--- config.mk ---
export PLATFORM = sky130hd
export DESIGN_NAME = score_fill_controller
export DESIGN_NICKNAME = d
export VERILOG_FILES = /design/src/rtl/score_fill_controller_pkg.sv /design/src/rtl/score_fill_controller_fill_index_counter.sv /design/src/rtl/score_fill_controller.sv
export SDC_FILE = /design/constraint.sdc
export NUM_CORES = 1
export LEC_CHECK = 0
export ABC_CLOCK_PERIOD_IN_PS = 2600
export CAP_MARGIN = 0
export CORE_MARGIN = 2
export CORE_UTILIZATION = 49
export CTS_BUF_LIST = sky130_fd_sc_hd__clkbuf_8
export DETAILED_ROUTE_END_ITERATION = 7
export PLACE_DENSITY = 0.78
export SETUP_SLACK_MARGIN = 0.5
export SLEW_MARGIN = 20
export SYNTH_ARGS = -nofsm -noshare
export SYNTH_HDL_FRONTEND = slang
export SYNTH_SLANG_ARGS = --single-unit
--- constraint.sdc ---
create_clock -name clk -period 2.6 [get_ports clk]
set_input_delay 0.26 -clock clk [delete_from_list [all_inputs] [get_ports clk]]
set_output_delay 0.26 -clock clk [all_outputs]
set_load 0.05 [all_outputs]
--- src/rtl/score_fill_controller_pkg.sv ---
// Shared definitions for the score RAM management modules.
//   - FSM state encodings of the score fill controller
//   - score word width and type
//   - init_score(): initial border score -k*gap, truncated to the score width
package score_fill_controller_pkg;

    localparam int SCORE_W = 9;

    typedef logic [SCORE_W-1:0] score_t;

    localparam logic [2:0] ST_IDLE       = 3'd0;
    localparam logic [2:0] ST_INIT_ROW   = 3'd1;
    localparam logic [2:0] ST_INIT_COL   = 3'd2;
    localparam logic [2:0] ST_FILL_REQ   = 3'd3;
    localparam logic [2:0] ST_FILL_WRITE = 3'd4;
    localparam logic [2:0] ST_DONE       = 3'd5;

    // The product is formed in 16 bits so that the largest legal value
    // (255) cannot wrap before negation. Only the low score bits are kept.
    function automatic score_t init_score(input logic [15:0] k, input logic [15:0] gap);
        logic [15:0] neg;
        neg = 16'd0 - (k * gap);
        return neg[SCORE_W-1:0];
    endfunction

endpackage

--- src/rtl/score_fill_controller_fill_index_counter.sv ---
// Row-major (i,j) index counter for the matrix fill phase.
// Ports:
//   clk, rst   : clock, synchronous active-high reset
//   clear      : return to (0,0)
//   advance    : step to the next cell; (N-1,N-1) wraps to (0,0)
//   i, j       : current cell coordinates, 0..N-1
//   last_cell  : current cell is (N-1,N-1)
module fill_index_counter #(
    parameter int N       = 128,
    parameter int BitAddr = $clog2(N+1)
) (
    input  logic             clk,
    input  logic             rst,
    input  logic             clear,
    input  logic             advance,
    output logic [BitAddr:0] i,
    output logic [BitAddr:0] j,
    output logic             last_cell
);

    localparam int unsigned    LAST_U   = N - 1;
    localparam logic [BitAddr:0] IDX_LAST = LAST_U[BitAddr:0];

    logic wrap_j;

    assign wrap_j    = (j == IDX_LAST);
    assign last_cell = wrap_j && (i == IDX_LAST);

    always_ff @(posedge clk) begin
        if (rst || clear) begin
            i <= '0;
            j <= '0;
        end else if (advance) begin
            if (wrap_j) begin
                j <= '0;
                i <= last_cell ? '0 : i + 1'b1;
            end else begin
                j <= j + 1'b1;
            end
        end
    end

endmodule

--- src/rtl/score_fill_controller.sv ---
// Sequencer for filling an (N+1)x(N+1) alignment score matrix: writes the
// row-0 and column-0 borders with -k*GAP, then walks the interior cells in
// row-major order, handshaking with the compute unit for each one.
// Ports:
//   clk, rst          : clock, synchronous active-high reset
//   start             : level request to begin a fill (sampled in IDLE only)
//   max_valid         : compute result ready (sampled in FILL_REQ only)
//   en_init, hit      : border write strobe; hit=0 row 0, hit=1 column 0
//   addr_init         : border cell index k
//   data_init         : border score -k*GAP
//   en_ins            : interior write strobe for cell (i+1,j+1)
//   i, j              : current interior coordinates
//   calc_req          : compute request for (i,j)
//   busy, done        : not-idle flag, one-cycle completion pulse
//
// state       | meaning
// ------------+-----------------------------------------------
// IDLE        | waiting for start
// INIT_ROW    | writing row 0, k = 0..N
// INIT_COL    | writing column 0, k = 1..N ((0,0) already done)
// FILL_REQ    | calc_req high, holding (i,j) until max_valid
// FILL_WRITE  | en_ins pulse for (i,j), then advance
// DONE        | done pulse, back to IDLE
module score_fill_controller
    import score_fill_controller_pkg::*;
#(
    parameter int N       = 128,
    parameter int GAP     = 1,
    parameter int BitAddr = $clog2(N+1)
) (
    input  logic               clk,
    input  logic               rst,
    input  logic               start,
    input  logic               max_valid,
    output logic               en_init,
    output logic               hit,
    output logic [BitAddr:0]   addr_init,
    output logic [SCORE_W-1:0] data_init,
    output logic               en_ins,
    output logic [BitAddr:0]   i,
    output logic [BitAddr:0]   j,
    output logic               calc_req,
    output logic               busy,
    output logic               done
);

    localparam int unsigned      N_U   = N;
    localparam logic [BitAddr:0] IDX_N = N_U[BitAddr:0];

    logic [2:0]       state_q, state_nxt;
    logic [BitAddr:0] k_q, k_nxt;
    logic             cnt_clear, cnt_adv, last_cell;
    logic             init_nxt;

    fill_index_counter #(
        .N       (N),
        .BitAddr (BitAddr)
    ) u_index (
        .clk       (clk),
        .rst       (rst),
        .clear     (cnt_clear),
        .advance   (cnt_adv),
        .i         (i),
        .j         (j),
        .last_cell (last_cell)
    );

    always_comb begin
        state_nxt = state_q;
        k_nxt     = k_q;
        cnt_clear = 1'b0;
        cnt_adv   = 1'b0;
        case (state_q)
            ST_IDLE: begin
                if (start) begin
                    state_nxt = ST_INIT_ROW;
                    k_nxt     = '0;
                end
            end
            ST_INIT_ROW: begin
                if (k_q == IDX_N) begin
                    state_nxt = ST_INIT_COL;
                    k_nxt     = {{BitAddr{1'b0}}, 1'b1};
                end else begin
                    k_nxt = k_q + 1'b1;
                end
            end
            ST_INIT_COL: begin
                if (k_q == IDX_N) begin
                    state_nxt = ST_FILL_REQ;
                    k_nxt     = '0;
                    cnt_clear = 1'b1;
                end else begin
                    k_nxt = k_q + 1'b1;
                end
            end
            ST_FILL_REQ: begin
                if (max_valid) begin
                    state_nxt = ST_FILL_WRITE;
                end
            end
            ST_FILL_WRITE: begin
                cnt_adv   = 1'b1;
                state_nxt = last_cell ? ST_DONE : ST_FILL_REQ;
            end
            ST_DONE: begin
                state_nxt = ST_IDLE;
            end
            default: begin
                state_nxt = ST_IDLE;
                k_nxt     = '0;
            end
        endcase
    end

    assign init_nxt = (state_nxt == ST_INIT_ROW) || (state_nxt == ST_INIT_COL);

    // Outputs are registered from the next-state decode so they line up
    // with the state they describe and stay zero whenever not strobing.
    always_ff @(posedge clk) begin
        if (rst) begin
            state_q   <= ST_IDLE;
            k_q       <= '0;
            en_init   <= 1'b0;
            hit       <= 1'b0;
            addr_init <= '0;
            data_init <= '0;
            en_ins    <= 1'b0;
            calc_req  <= 1'b0;
            busy      <= 1'b0;
            done      <= 1'b0;
        end else begin
            state_q   <= state_nxt;
            k_q       <= k_nxt;
            en_init   <= init_nxt;
            hit       <= (state_nxt == ST_INIT_COL);
            addr_init <= init_nxt ? k_nxt : '0;
            data_init <= init_nxt ? init_score(16'(k_nxt), 16'(GAP)) : '0;
            en_ins    <= (state_nxt == ST_FILL_WRITE);
            calc_req  <= (state_nxt == ST_FILL_REQ);
            busy      <= (state_nxt != ST_IDLE);
            done      <= (state_nxt == ST_DONE);
        end
    end

endmodule

==> results.py, run 1 <==
metrics = {
    "run_status": {
        "outcome": "finished, final reports clean",
    },
    "sta": {
        "fin_crit_ps": 2370,
        "tightest_slew_ps": 534,
        "drv_slew": 0,
        "fin_tns_setup_ps": 0,
        "finClkSkew_ps": 9.38,
        "fin_crit_sh_pct": 91.2,
        "slew_headroom_pct": 63.9,
        "hold_viol": 0,
        "setup_violations": 0,
        "rsz0062_at_grt": "true",
        "max_freq_mhz": 422,
    },
    "floorplan": {
        "num_io_pins": 46,
        "initial_core_util_pct": 50.0,
        "die_area_mm2": 0.00569,
        "chipHeight_um": 75.5,
        "rows": 26,
        "core_mm2": 0.00501,
        "fp.dieW_um": 75.5,
    },
    "placement": {
        "dpl.hpwl_um": 4280,
        "io_buffers": 45,
        "gp_congestion": 0.873,
    },
    "power": {
        "p_per_area_mw_per_mm2": 457,
        "p_sw_share_pct": 26.0,
        "leakage_nw": 1.39,
        "power.switching_mw": 0.431,
        "pwr-share-comb_pct": 16.1,
        "max-vdd-ir-drop_uv": 284,
        "power_mw": 1.66,
        "p_int_mw": 1.23,
        "pwr-share-clk_pct": 33.8,
        "p_seq_share_pct": 50.2,
    },
    "finish": {
        "antenna_cells": 0,
        "drive_gt1_share_pct": 30.5,
        "syn_to_final_growth_pct": 44.9,
        "fin_nets": 352,
    },
    "detailed_routing": {
        "drc": 0,
        "wl_per_cell_um": 15.2,
        "drt-pass1-iter-count": 4,
        "viasPerCell": 5.53,
        "drtIter0Drc": 147,
        "wirelength_um": 6300,
        "vias": 2290,
        "ant_nets": 0,
    },
    "clocking": {
        "path_clk_slew_ps": 90,
        "cts_buffer_depth": 2,
        "cts_hold_buffers": 0,
        "cts-htree-levels": 2,
        "clkSinkCount": 53,
        "cts_tree": "yes",
        "cts.root.buffer_cell": "clkbuf_8",
        "cts_made_buffers": 5,
        "clock_latency_ps": 310,
    },
    "yosys": {
        "yosysWarnings": 0,
        "synthTopCellsByArea": "dfxtp_1 (42%), nor2_1 (6.2%), xor2_1 (3.5%), xnor2_1 (2.8%), nor4_4 (2.6%)",
        "synth_common_cells": "dfxtp_1 (53), nor2_1 (41), nand2_1 (12)",
        "ys_seq_area_share_pct": 42.4,
        "synth-edff-count": 0,
        "yosysMostFrequentCell": "dfxtp_1",
        "synth_top_area_cell": "dfxtp_1",
        "synthCells": 267,
        "synthFlopType": "dfxtp_1",
        "syn_area_per_cell_um2": 9.37,
        "ys_ff_latch": 53,
        "syn_nets": 276,
        "async_reset_ff_share_pct": 0,
        "synthesis.area_mm2": 0.00250,
        "yosysTopAreaCellShare_pct": 42.4,
        "synth_cell_type_count": 61,
    },
    "critical_path": {
        "r2r_slack_ps": 230,
        "cpMaxStageDelayCell": "or4_1",
        "worstPathMaxFanout": 5,
        "crit_chain": "inv_2 -> ha_4 -> nor4bb_4 -> buf_6 -> a2111oi_4 -> nor4_4 -> ha_2 -> o221ai_4 -> buf_6 -> or4_1 -> a21oi_1",
        "worstSetupPathType": "reg -> reg",
        "r2r_start": "k_q[1]",
        "critPathArrivalTime_ps": 2620,
        "cp-start-kind": "flip-flop",
        "end_kind": "flip-flop",
        "path_delay_family": "simple AND/OR/NAND/NOR gates",
        "r2r_end": "data_init[6]",
        "slowest_delay_ps": 460,
        "crit_path_frequent_cell": "buf_6",
        "crit_required_ps": 2850,
        "cp_num_buf_inv": 3,
        "r2r_cells": 11,
    },
    "worst_hold_path": {
        "min_to": "u_index.i[7]",
        "min_path_cells": 2,
        "hold_path.startpoint": "u_index.i[7]",
        "hp-class": "reg -> reg",
    },
    "global_routing": {
        "grt_pass1_vias": 2114,
        "grt_overflow_total": 0,
        "grt_pass1_wl_um": 9860,
        "grt_max_degree": 17,
        "grt_usage_pct": 22.7,
        "antenna_found_initial": 0,
    },
    "run": {
        "drv_cap": 0,
    },
}
==> tightest hold or removal path, stage by stage, from the launching register on <==
cell,delay (ps)
dfxtp_2,350
o21ai_0,70
a21oi_1,60
==> sequential cells by signal, indices dropped and copies added, names as in the netlist, 3 cells and up <==
name / flops
addr_init: 9
k_q: 9
u_index.i: 9
u_index.j: 9
data_init: 8
state_q: 3
==> kinds of logic after synthesis <==
family                   count (synthesis)  share of synthesized area, %
XOR/XNOR                                18                          6.30
multiplexers                             4                          1.60
buffers and inverters                   23                          4.30
adder cells (fa/ha/maj)                  5                          2.50
AO/OA/AOI/OAI                           52                          17.1
flip-flops                              53                          42.4
AND/OR/NAND/NOR                        112                          25.8
==> stage by stage <==
step | hold WS, ps | instance area, µm² | setup WS (ps) | instances | utilization (%)
finish | 511 | 3620 | 230 | 414 | 72.4
global placement | 483 | 3220 | 188 | 390 | 64.2
global route | 517 | 3620 | 105 | 414 | 72.4
detailed placement | 496 | 3220 | 14.9 | 390 | 64.2
floorplan | 410 | 2600 | 208 | 267 | -
CTS | 510 | 3550 | 195 | 412 | 70.9
==> layer usage <==
| layer | vias to the layer above | global-route usage [%] | share of wire (%) |
|---|---|---|---|
| met5 | - | 0 | 0 |
| met4 | 0 | 6.63 | 1.4 |
| met3 | 7 | 4.23 | 5.4 |
| met2 | 56 | 38.4 | 49 |
| met1 | 1125 | 29.8 | 44 |
| li1 | 1102 | - | - |
==> worst max path at each step <==
stage / start / endpoint / depth (start not counted)
detailed placement: k_q[5] / data_init[8] / 8
global route: state_q[1] / data_init[6] / 9
CTS: k_q[0] / data_init[8] / 11
global placement: k_q[5] / data_init[8] / 8
finish: k_q[1] / data_init[6] / 11
floorplan: k_q[0] / data_init[8] / 11
==> placed cells by master (no fill, tap or decap), types with 2 or more instances in the layout <==
cell type        instances
xor2_1                  10
nor2b_1                  4
nor3_1                   5
and3_1                   4
a21o_1                   6
buf_6                    5
o31ai_1                  2
or3b_4                   2
a22oi_1                  2
inv_2                    2
dfxtp_4                  5
clkbuf_8                 5
a21oi_1                  7
or3_1                    4
nor4_4                   4
nor3_2                   2
dfxtp_1                 34
nor2_2                   2
nand4_1                  7
dfxtp_2                 14
mux2i_1                  4
o31ai_4                  2
nor2_1                  39
buf_4                   31
nor4bb_4                 2
xnor2_1                  8
nor3b_1                  3
o21ai_2                  2
nand2_1                 12
and4_1                   2
clkdlybuf4s50_1         45
ha_4                     2
o21ai_0                  7
ha_1                     2
nand3_1                  8
inv_1                    8
==> cell type report <==
type | count | area [µm²]
Multi-Input combinational cell | 191 | 1530
Fill cell | 363 | 1390
Sequential cell | 53 | 1100
Timing Repair Buffer | 82 | 759
Tap cell | 70 | 87.6
Clock buffer | 5 | 68.8
Clock inverter | 3 | 42.5
Inverter | 10 | 40.0
==> timing repair <==
item                                    in CTS  in global routing
resized for setup                           24                 13
endpoints found under the setup margin      22                 23
endpoints found under the hold margin        0                  0
buffers inserted                            14                  2
pin swaps                                    8                  6
==> power groups by stage <==
stage / Sequential, mW / Combinational (mW) / Clock, mW
3_3_place_gp: 0.848 / 0.214 / 0
6_report: 0.831 / 0.266 / 0.559
3_5_place_dp: 0.849 / 0.216 / 0
2_1_floorplan: 0.890 / 0.110 / 0
4_1_cts: 0.831 / 0.252 / 0.562
5_1_grt: 0.834 / 0.282 / 0.593
(Power assumes the default switching activity.)
==> run 2, diff against run 1 <==
--- a/config.mk
+++ b/config.mk
@@ -9,7 +9,7 @@
 export CAP_MARGIN = 0
 export CORE_MARGIN = 2
 export CORE_UTILIZATION = 49
-export CTS_BUF_LIST = sky130_fd_sc_hd__clkbuf_8
+export CTS_BUF_LIST = sky130_fd_sc_hd__clkbuf_2
 export DETAILED_ROUTE_END_ITERATION = 7
 export PLACE_DENSITY = 0.78
 export SETUP_SLACK_MARGIN = 0.5
==> run 2 against run 1 <==
Compared with the run above: sequential share of layout area shrank 1.7 points; combinational power increased by 8.3%; worst hold slack better by 20 ps; register-to-register slack hardly changed; global-route usage grew 0.94 points; clock power is 22% lower; via count up 4.0%; total power is 6.0% lower; utilization increased by 4.5 points; critical endpoint unchanged; largest power group unchanged.
==> results.py, run 2 (same netlist as run 1, synthesis figures left out) <==
metrics = {
    "finish": {
        "drive_gt1_share_pct": 38.6,
        "syn_to_final_growth_pct": 53.9,
        "stdcell_count": 425,
        "antenna_cells": 0,
        "final_common_cell": "clkdlybuf4s50_1",
        "layout_common_cells": "clkdlybuf4s50_1 (45), buf_4 (38), dfxtp_1 (34)",
        "utilization_pct": 76.9,
        "fin_nets": 363,
    },
    "worst_hold_path": {
        "hp-class": "reg -> reg",
    },
    "global_routing": {
        "met3_usage_pct": 4.37,
        "grt_max_degree": 17,
        "top_usage_layer": "met2",
        "grt_overflow_total": 0,
        "antenna_found_initial": 0,
        "use_met1_pct": 30.7,
        "gr-usage-met2_pct": 39.3,
        "grt_pass1_wl_um": 10200,
        "grt_usage_pct": 23.7,
        "grt_pass1_vias": 2154,
    },
    "detailed_routing": {
        "drtIter0Drc": 194,
        "wirelength_um": 7230,
        "ant_nets": 0,
        "drc": 0,
        "viasPerCell": 5.60,
        "vias": 2382,
        "drt-pass1-iter-count": 4,
        "wl_per_cell_um": 17.0,
    },
    "placement": {
        "io_buffers": 45,
        "placed_cells": 390,
        "gp_congestion": 0.873,
        "dpl.hpwl_um": 4280,
    },
    "critical_path": {
        "end_kind": "flip-flop",
        "crit_required_ps": 3020,
        "worstPathMaxFanout": 5,
        "cp-start-kind": "flip-flop",
        "worstSetupPathType": "reg -> reg",
        "critPathArrivalTime_ps": 2790,
    },
    "floorplan": {
        "initial_core_util_pct": 50.0,
        "num_io_pins": 46,
        "die_area_mm2": 0.00569,
        "chipHeight_um": 75.5,
        "fp.dieW_um": 75.5,
        "rows": 26,
        "core_mm2": 0.00501,
    },
    "sta": {
        "fin_tns_setup_ps": 0,
        "max_freq_mhz": 421,
        "fin_crit_sh_pct": 91.3,
        "fin_crit_ps": 2370,
        "rsz0062_at_grt": "true",
        "tightest_slew_ps": 621,
        "hold_viol": 0,
        "drv_slew": 0,
        "slew_headroom_pct": 58.0,
        "finClkSkew_ps": 20.9,
        "setup_violations": 0,
    },
    "power": {
        "p_per_area_mw_per_mm2": 404,
        "leakage_nw": 1.47,
        "max-vdd-ir-drop_uv": 328,
    },
    "clocking": {
        "cts.root.buffer_cell": "clkbuf_2",
        "clock_latency_ps": 470,
        "cts_tree": "yes",
        "cts-htree-levels": 2,
        "cts_made_buffers": 5,
        "cts_buffer_depth": 2,
        "path_clk_slew_ps": 270,
        "clkSinkCount": 53,
    },
    "run_status": {
        "outcome": "finished, final reports clean",
    },
    "run": {
        "drv_cap": 0,
    },
}
==> run 2: worst max-delay path, cell delays in order (launching register included) <==
cell and delay (ps):
dfxtp_1 490, nor4_4 70, buf_4 170, buf_4 180, and4_1 220, nor4_4 190, ha_2 250, o221ai_4 110
or4_1 490, a21oi_1 150
==> run 2: worst paths after layout <==
kind	from	endpoint	slack (ps)	cells after the start
setup reg to reg	k_q[3]	data_init[6]	230	9
hold reg to reg	u_index.i[7]	u_index.i[7]	530	2
setup / recovery	k_q[3]	data_init[6]	230	9
hold / removal	u_index.i[7]	u_index.i[7]	530	2
==> run 2: what timing repair did <==
action	in CTS	in global routing
hold buffers	0	0
cloned	1	0
gates resized for setup	23	51
pin swaps	11	23
endpoints found under the setup margin	22	31
endpoints found under the hold margin	0	0
setup buffers	18	8
==> run 2: where the power goes <==
part           internal (mW)  switching (mW)
registers              0.825         0.00959
logic                  0.125           0.163
clock network          0.168           0.266
==> run 2: through the flow <==
step                area [µm²]  power (mW)  hold slack [ps]  worst slack, ps
finish                    3850        1.56              531              227
global route              3850        1.61              535              110
CTS                       3550        1.53              523              262
detailed placement        3220        1.07              496             14.9
global placement          3220        1.06              483              188
floorplan                 2600        1.00              410              208
==> run 2: per-layer routing <==
| layer | up-vias | part of all wire, % |
|---|---|---|
| met1 | 1141 | 41 |
| li1 | 1133 | - |
| met4 | 0 | 3.5 |
| met3 | 21 | 5.4 |
| met2 | 87 | 50 |
| met5 | - | 0 |
==> run 2: layout make-up <==
class	instances	area, µm²
clock buffer	6	30.0
clock inverter	2	38.8
fill	333	1160
inverter	10	42.5
multi-input combinational	191	1670
sequential	53	1100
tap	70	87.6
timing repair buffer	93	880
==> run 3, diff against run 2 <==
--- a/config.mk
+++ b/config.mk
@@ -11,6 +11,7 @@
 export CORE_UTILIZATION = 49
 export CTS_BUF_LIST = sky130_fd_sc_hd__clkbuf_2
 export DETAILED_ROUTE_END_ITERATION = 7
+export GPL_ROUTABILITY_DRIVEN = 0
 export PLACE_DENSITY = 0.78
 export SETUP_SLACK_MARGIN = 0.5
 export SLEW_MARGIN = 20
==> run 3 against run 2 <==
Compared with the run above: flip-flop and latch count did not move; combinational power rose by 10%; worst hold slack lost 16 ps; fmax fell by 8.5%; clock skew increased by 5.9 ps; clock-buffer cell count did not move; sequential power about the same; utilization rose by 1.3 points; first-iteration DRC count is 17% higher; sequential share of layout area fell by 0.28 points; clock power is 3% lower; total power rose by 1.0%; critical endpoint unchanged.
==> results.py, run 3 (same netlist as run 1, synthesis figures left out) <==
metrics = {
    "run_status": {
        "outcome": "finished, final reports clean",
    },
    "global_routing": {
        "grt_usage_pct": 23.2,
        "grt_pass1_vias": 2134,
        "antenna_found_initial": 0,
        "grt_pass1_wl_um": 10100,
        "grt_max_degree": 16,
        "grt_overflow_total": 0,
    },
    "sta": {
        "worst_slack_ps": 7.27,
        "fin_tns_setup_ps": 0,
        "tightest_slew_ps": 673,
        "max_freq_mhz": 386,
        "finClkSkew_ps": 26.7,
        "fin_crit_sh_pct": 99.7,
        "drv_slew": 0,
        "fin_crit_ps": 2590,
        "hold_viol": 0,
        "rsz0062_at_grt": "true",
        "slew_headroom_pct": 54.7,
        "setup_violations": 0,
        "whs_ps": 515,
    },
    "floorplan": {
        "die_area_mm2": 0.00569,
        "fp.dieW_um": 75.5,
        "num_io_pins": 46,
        "initial_core_util_pct": 50.0,
        "core_mm2": 0.00501,
        "chipHeight_um": 75.5,
        "rows": 26,
    },
    "detailed_routing": {
        "vias": 2475,
        "wl_per_cell_um": 18.6,
        "drtIter0Drc": 227,
        "ant_nets": 0,
        "wirelength_um": 8000,
        "viasPerCell": 5.76,
        "drc": 0,
        "drt-pass1-iter-count": 8,
    },
    "critical_path": {
        "path_delay_family": "simple AND/OR/NAND/NOR gates",
        "crit_chain": "nor4bb_4 -> buf_6 -> buf_4 -> a211oi_4 -> a22oi_2 -> ha_2 -> o221ai_4 -> or4_4 -> a21oi_2",
        "end_kind": "flip-flop",
        "cpMaxStageDelayCell": "dfxtp_2",
        "cp-start-kind": "flip-flop",
        "slowest_delay_ps": 500,
        "r2r_cells": 9,
        "cp.depth": 9,
        "crit_required_ps": 2990,
        "critPathArrivalTime_ps": 2980,
        "worstSetupPathType": "reg -> reg",
        "cp_num_buf_inv": 2,
        "worstPathMaxFanout": 6,
    },
    "power": {
        "max-vdd-ir-drop_uv": 248,
        "p_int_mw": 1.12,
        "power.switching_mw": 0.448,
        "leakage_nw": 1.51,
        "p_seq_share_pct": 52.9,
        "p_sw_share_pct": 28.5,
        "pwr-share-comb_pct": 20.1,
        "p_per_area_mw_per_mm2": 402,
        "pwr-share-clk_pct": 26.9,
    },
    "worst_hold_path": {
        "hp-class": "in -> reg",
        "min_path_cells": 2,
    },
    "run": {
        "drv_cap": 0,
    },
    "clocking": {
        "path_clk_slew_ps": 280,
        "clock_latency_ps": 430,
        "cts_made_buffers": 5,
        "cts_buffer_depth": 2,
        "clkSinkCount": 53,
        "cts.root.buffer_cell": "clkbuf_2",
        "cts_tree": "yes",
        "cts-htree-levels": 2,
        "cts_hold_buffers": 0,
    },
    "finish": {
        "fin_nets": 368,
        "drive_gt1_share_pct": 40.0,
        "antenna_cells": 0,
        "syn_to_final_growth_pct": 56.6,
        "final_common_cell": "clkdlybuf4s50_1",
        "layout_common_cells": "clkdlybuf4s50_1 (45), buf_4 (37), nor2_1 (32), dfxtp_1 (32), buf_6 (14)",
        "stdcell_area_mm2": 0.00392,
    },
    "placement": {
        "dpl_cell_area_mm2": 0.00320,
        "dpl.hpwl_um": 4110,
        "io_buffers": 45,
        "pre_cts_ws_ps": 54.7,
    },
}
[run 3: worst reg2reg max path, cell delays in order, from the launching register on]
cell      delay, ps
dfxtp_2         500
nor4bb_4        390
buf_6           180
buf_4           130
a211oi_4         90
a22oi_2         230
ha_2            250
o221ai_4        120
or4_4           500
a21oi_2         170
[run 3: what timing repair did]
action	in CTS	in global routing
gates resized for setup	32	53
endpoints found under the setup margin	21	26
pin swaps	10	17
buffers inserted	21	13
gates cloned	1	0
[run 3: stage by stage]
| stage | total power, mW | utilization [%] | instances |
|---|---|---|---|
| final | 1.57 | 78.2 | 430 |
| after global routing | 1.61 | 78.2 | 430 |
| after CTS | 1.51 | 71.9 | 417 |
| after detailed placement | 1.06 | 63.8 | 387 |
| after global placement | 1.06 | 63.8 | 387 |
| after floorplan | 1.00 | - | 267 |
[run 3: cell type report]
cell class / instances / area [µm²]
well taps: 70 / 87.6
multi-input cells: 191 / 1690
flip-flops and latches: 53 / 1110
fillers: 302 / 1090
repair buffers: 98 / 931
inverters: 10 / 40.0
clock inverters: 2 / 33.8
clock buffers: 6 / 30.0
[run 3: worst paths after layout]
check / start / slack, ps / to
setup / recovery: k_q[7] / 7 / data_init[6]
hold / removal: rst / 520 / state_q[0]
setup reg to reg: k_q[7] / 7 / data_init[6]
hold reg to reg: u_index.i[7] / 530 / u_index.i[7]
[run 3: power by group through the flow]
stage,clock network (mW),registers (mW),logic (mW)
final,0.424,0.832,0.317
after CTS,0.418,0.832,0.257
after global routing,0.446,0.834,0.329
after floorplan,0,0.890,0.110
after detailed placement,0,0.850,0.210
after global placement,0,0.849,0.208
[run 3: layer usage]
metal	GRT usage (%)	share of wire, %	vias up
li1	-	-	1134
met1	31.3	40	1175
met2	37.6	48	129
met3	4.76	7.1	37
met4	7.21	4.2	0
met5	0	0	-
==> RTL change, RTL diff (settings of run 2) <==
Remove the register `addr_init`: a continuous assignment takes its place, so the output `addr_init` follows one clock earlier.
--- a/src/rtl/score_fill_controller.sv
+++ b/src/rtl/score_fill_controller.sv
@@ -125,3 +125,2 @@
             hit       <= 1'b0;
-            addr_init <= '0;
             data_init <= '0;
@@ -136,3 +135,2 @@
             hit       <= (state_nxt == ST_INIT_COL);
-            addr_init <= init_nxt ? k_nxt : '0;
             data_init <= init_nxt ? init_score(16'(k_nxt), 16'(GAP)) : '0;
@@ -145,2 +143,4 @@
 
+    assign addr_init = init_nxt ? k_nxt : '0;
+
 endmodule
Behaviour: not the same (Yosys sat finds a counterexample within 4 cycles, from zero or initial values and one cycle with rst high).
==> RTL change against run 2 <==
  * The flow now finishes with violations (setup timing)
  * Sequential cell count shrank 8
  * Sequential share of layout area fell by 2.7 points
  * Core utilization is 0.26 points higher
  * Cell area shrank 6.7%
  * Setup slack got worse by 0.34 ns
  * Area after synthesis down 7.0%
  * Hold slack improved by 0.0051 ns
  * Total power decreased by 13%
  * Wire length about the same
  * Die area shrank 6.7%
  * Largest cell class unchanged
  * Highest routed layer unchanged
==> RTL change: results (changes against run 2) <==
* CP peak stage delay at 0.52 ns (was 0.49 ns)
* Violated checks: setup timing
* Seq. pwr at 0.714 mW (was 0.834 mW)
* Seq/Total Area, Yosys at 38.7% (was 42.4%)
* Final nets at 373 (was 363)
* Worst Path Max Fanout at 7 (was 5)
* Distinct cells, synth at 56 (was 61)
* Synth Area in XOR/XNOR at 9.04% (was 6.30%)
* Placed instance area at 3010 sq um (was 3220 sq um)
* DR pass1 iterations at 5 (was 4)
* Sw power at 0.423 mW (was 0.439 mW)
* Clock transition at path regs at 0.23 ns (was 0.27 ns)
* Syn_nets at 285 (was 276)
* Setup TNS at -0.374 ns (was 0 ns)
* Post-detail-place hpwl at 4.21 mm (was 4.28 mm)
* Grt met2 use at 39.1% (was 39.3%)
* Largest net degree at the start of global routing at 14 (was 17)
* Pre-CTS setup slack at -0.0178 ns (was 0.0149 ns)
* Critical Path Source: k_q[1]$_SDFF_PP0_ (was k_q[3]$_SDFF_PP0_)
* Setup ws final at -0.110 ns (was 0.227 ns)
* Leak at 1.40 nW (was 1.47 nW)
* Setup violators final at 5 (was 0)
* DP Cell Count at 385 (was 390)
* Routed WL at 7.24 mm (was 7.23 mm)
* Critical path's slowest cell: or4_4 (was dfxtp_1)
* Synth area leaders: dfxtp_1 (39%), nor2_1 (8.2%), xor2_1 (6.8%), a21oi_1 (3.2%), ha_1 (2.7%) (was dfxtp_1 (42%), nor2_1 (6.2%), xor2_1 (3.5%), xnor2_1 (2.8%), nor4_4 (2.6%))
* Status: complete, but fails checks (was completed)
* Met3 wire length at 404 um (was 390 um)
* First-pass GRT wire length at 9.46 mm (was 10.2 mm)
==> RTL change: final cells by class <==
| type | instances | share of cell area [%] |
|---|---|---|
| repair buffers | 95 | 25.5 |
| multi-input cells | 210 | 44.8 |
| clock inverters | 1 | 0.209 |
| flip-flops and latches | 45 | 25.9 |
| well taps | 54 | 1.88 |
| inverters | 7 | 0.800 |
| clock buffers | 7 | 0.974 |
==> RTL change: worst paths after layout <==
| check | slack [ns] | cells after the start | endpoint |
|---|---|---|---|
| min | 0.54 | 2 | u_index.i[6]$_SDFFE_PP0P_ |
| max reg2reg | -0.11 | 8 | data_init[8]$_SDFF_PP0_ |
| max | -0.11 | 8 | data_init[8]$_SDFF_PP0_ |
| min reg2reg | 0.54 | 2 | u_index.i[6]$_SDFFE_PP0P_ |
==> RTL change: worst register-to-register path: stages (launching register included) <==
cell and delay (ns):
dfxtp_2 0.39, inv_2 0.08, ha_4 0.13, or4b_4 0.51, o211ai_4 0.39, o21ai_2 0.15, or3_4 0.42, or4_4 0.52
o21ai_2 0.07
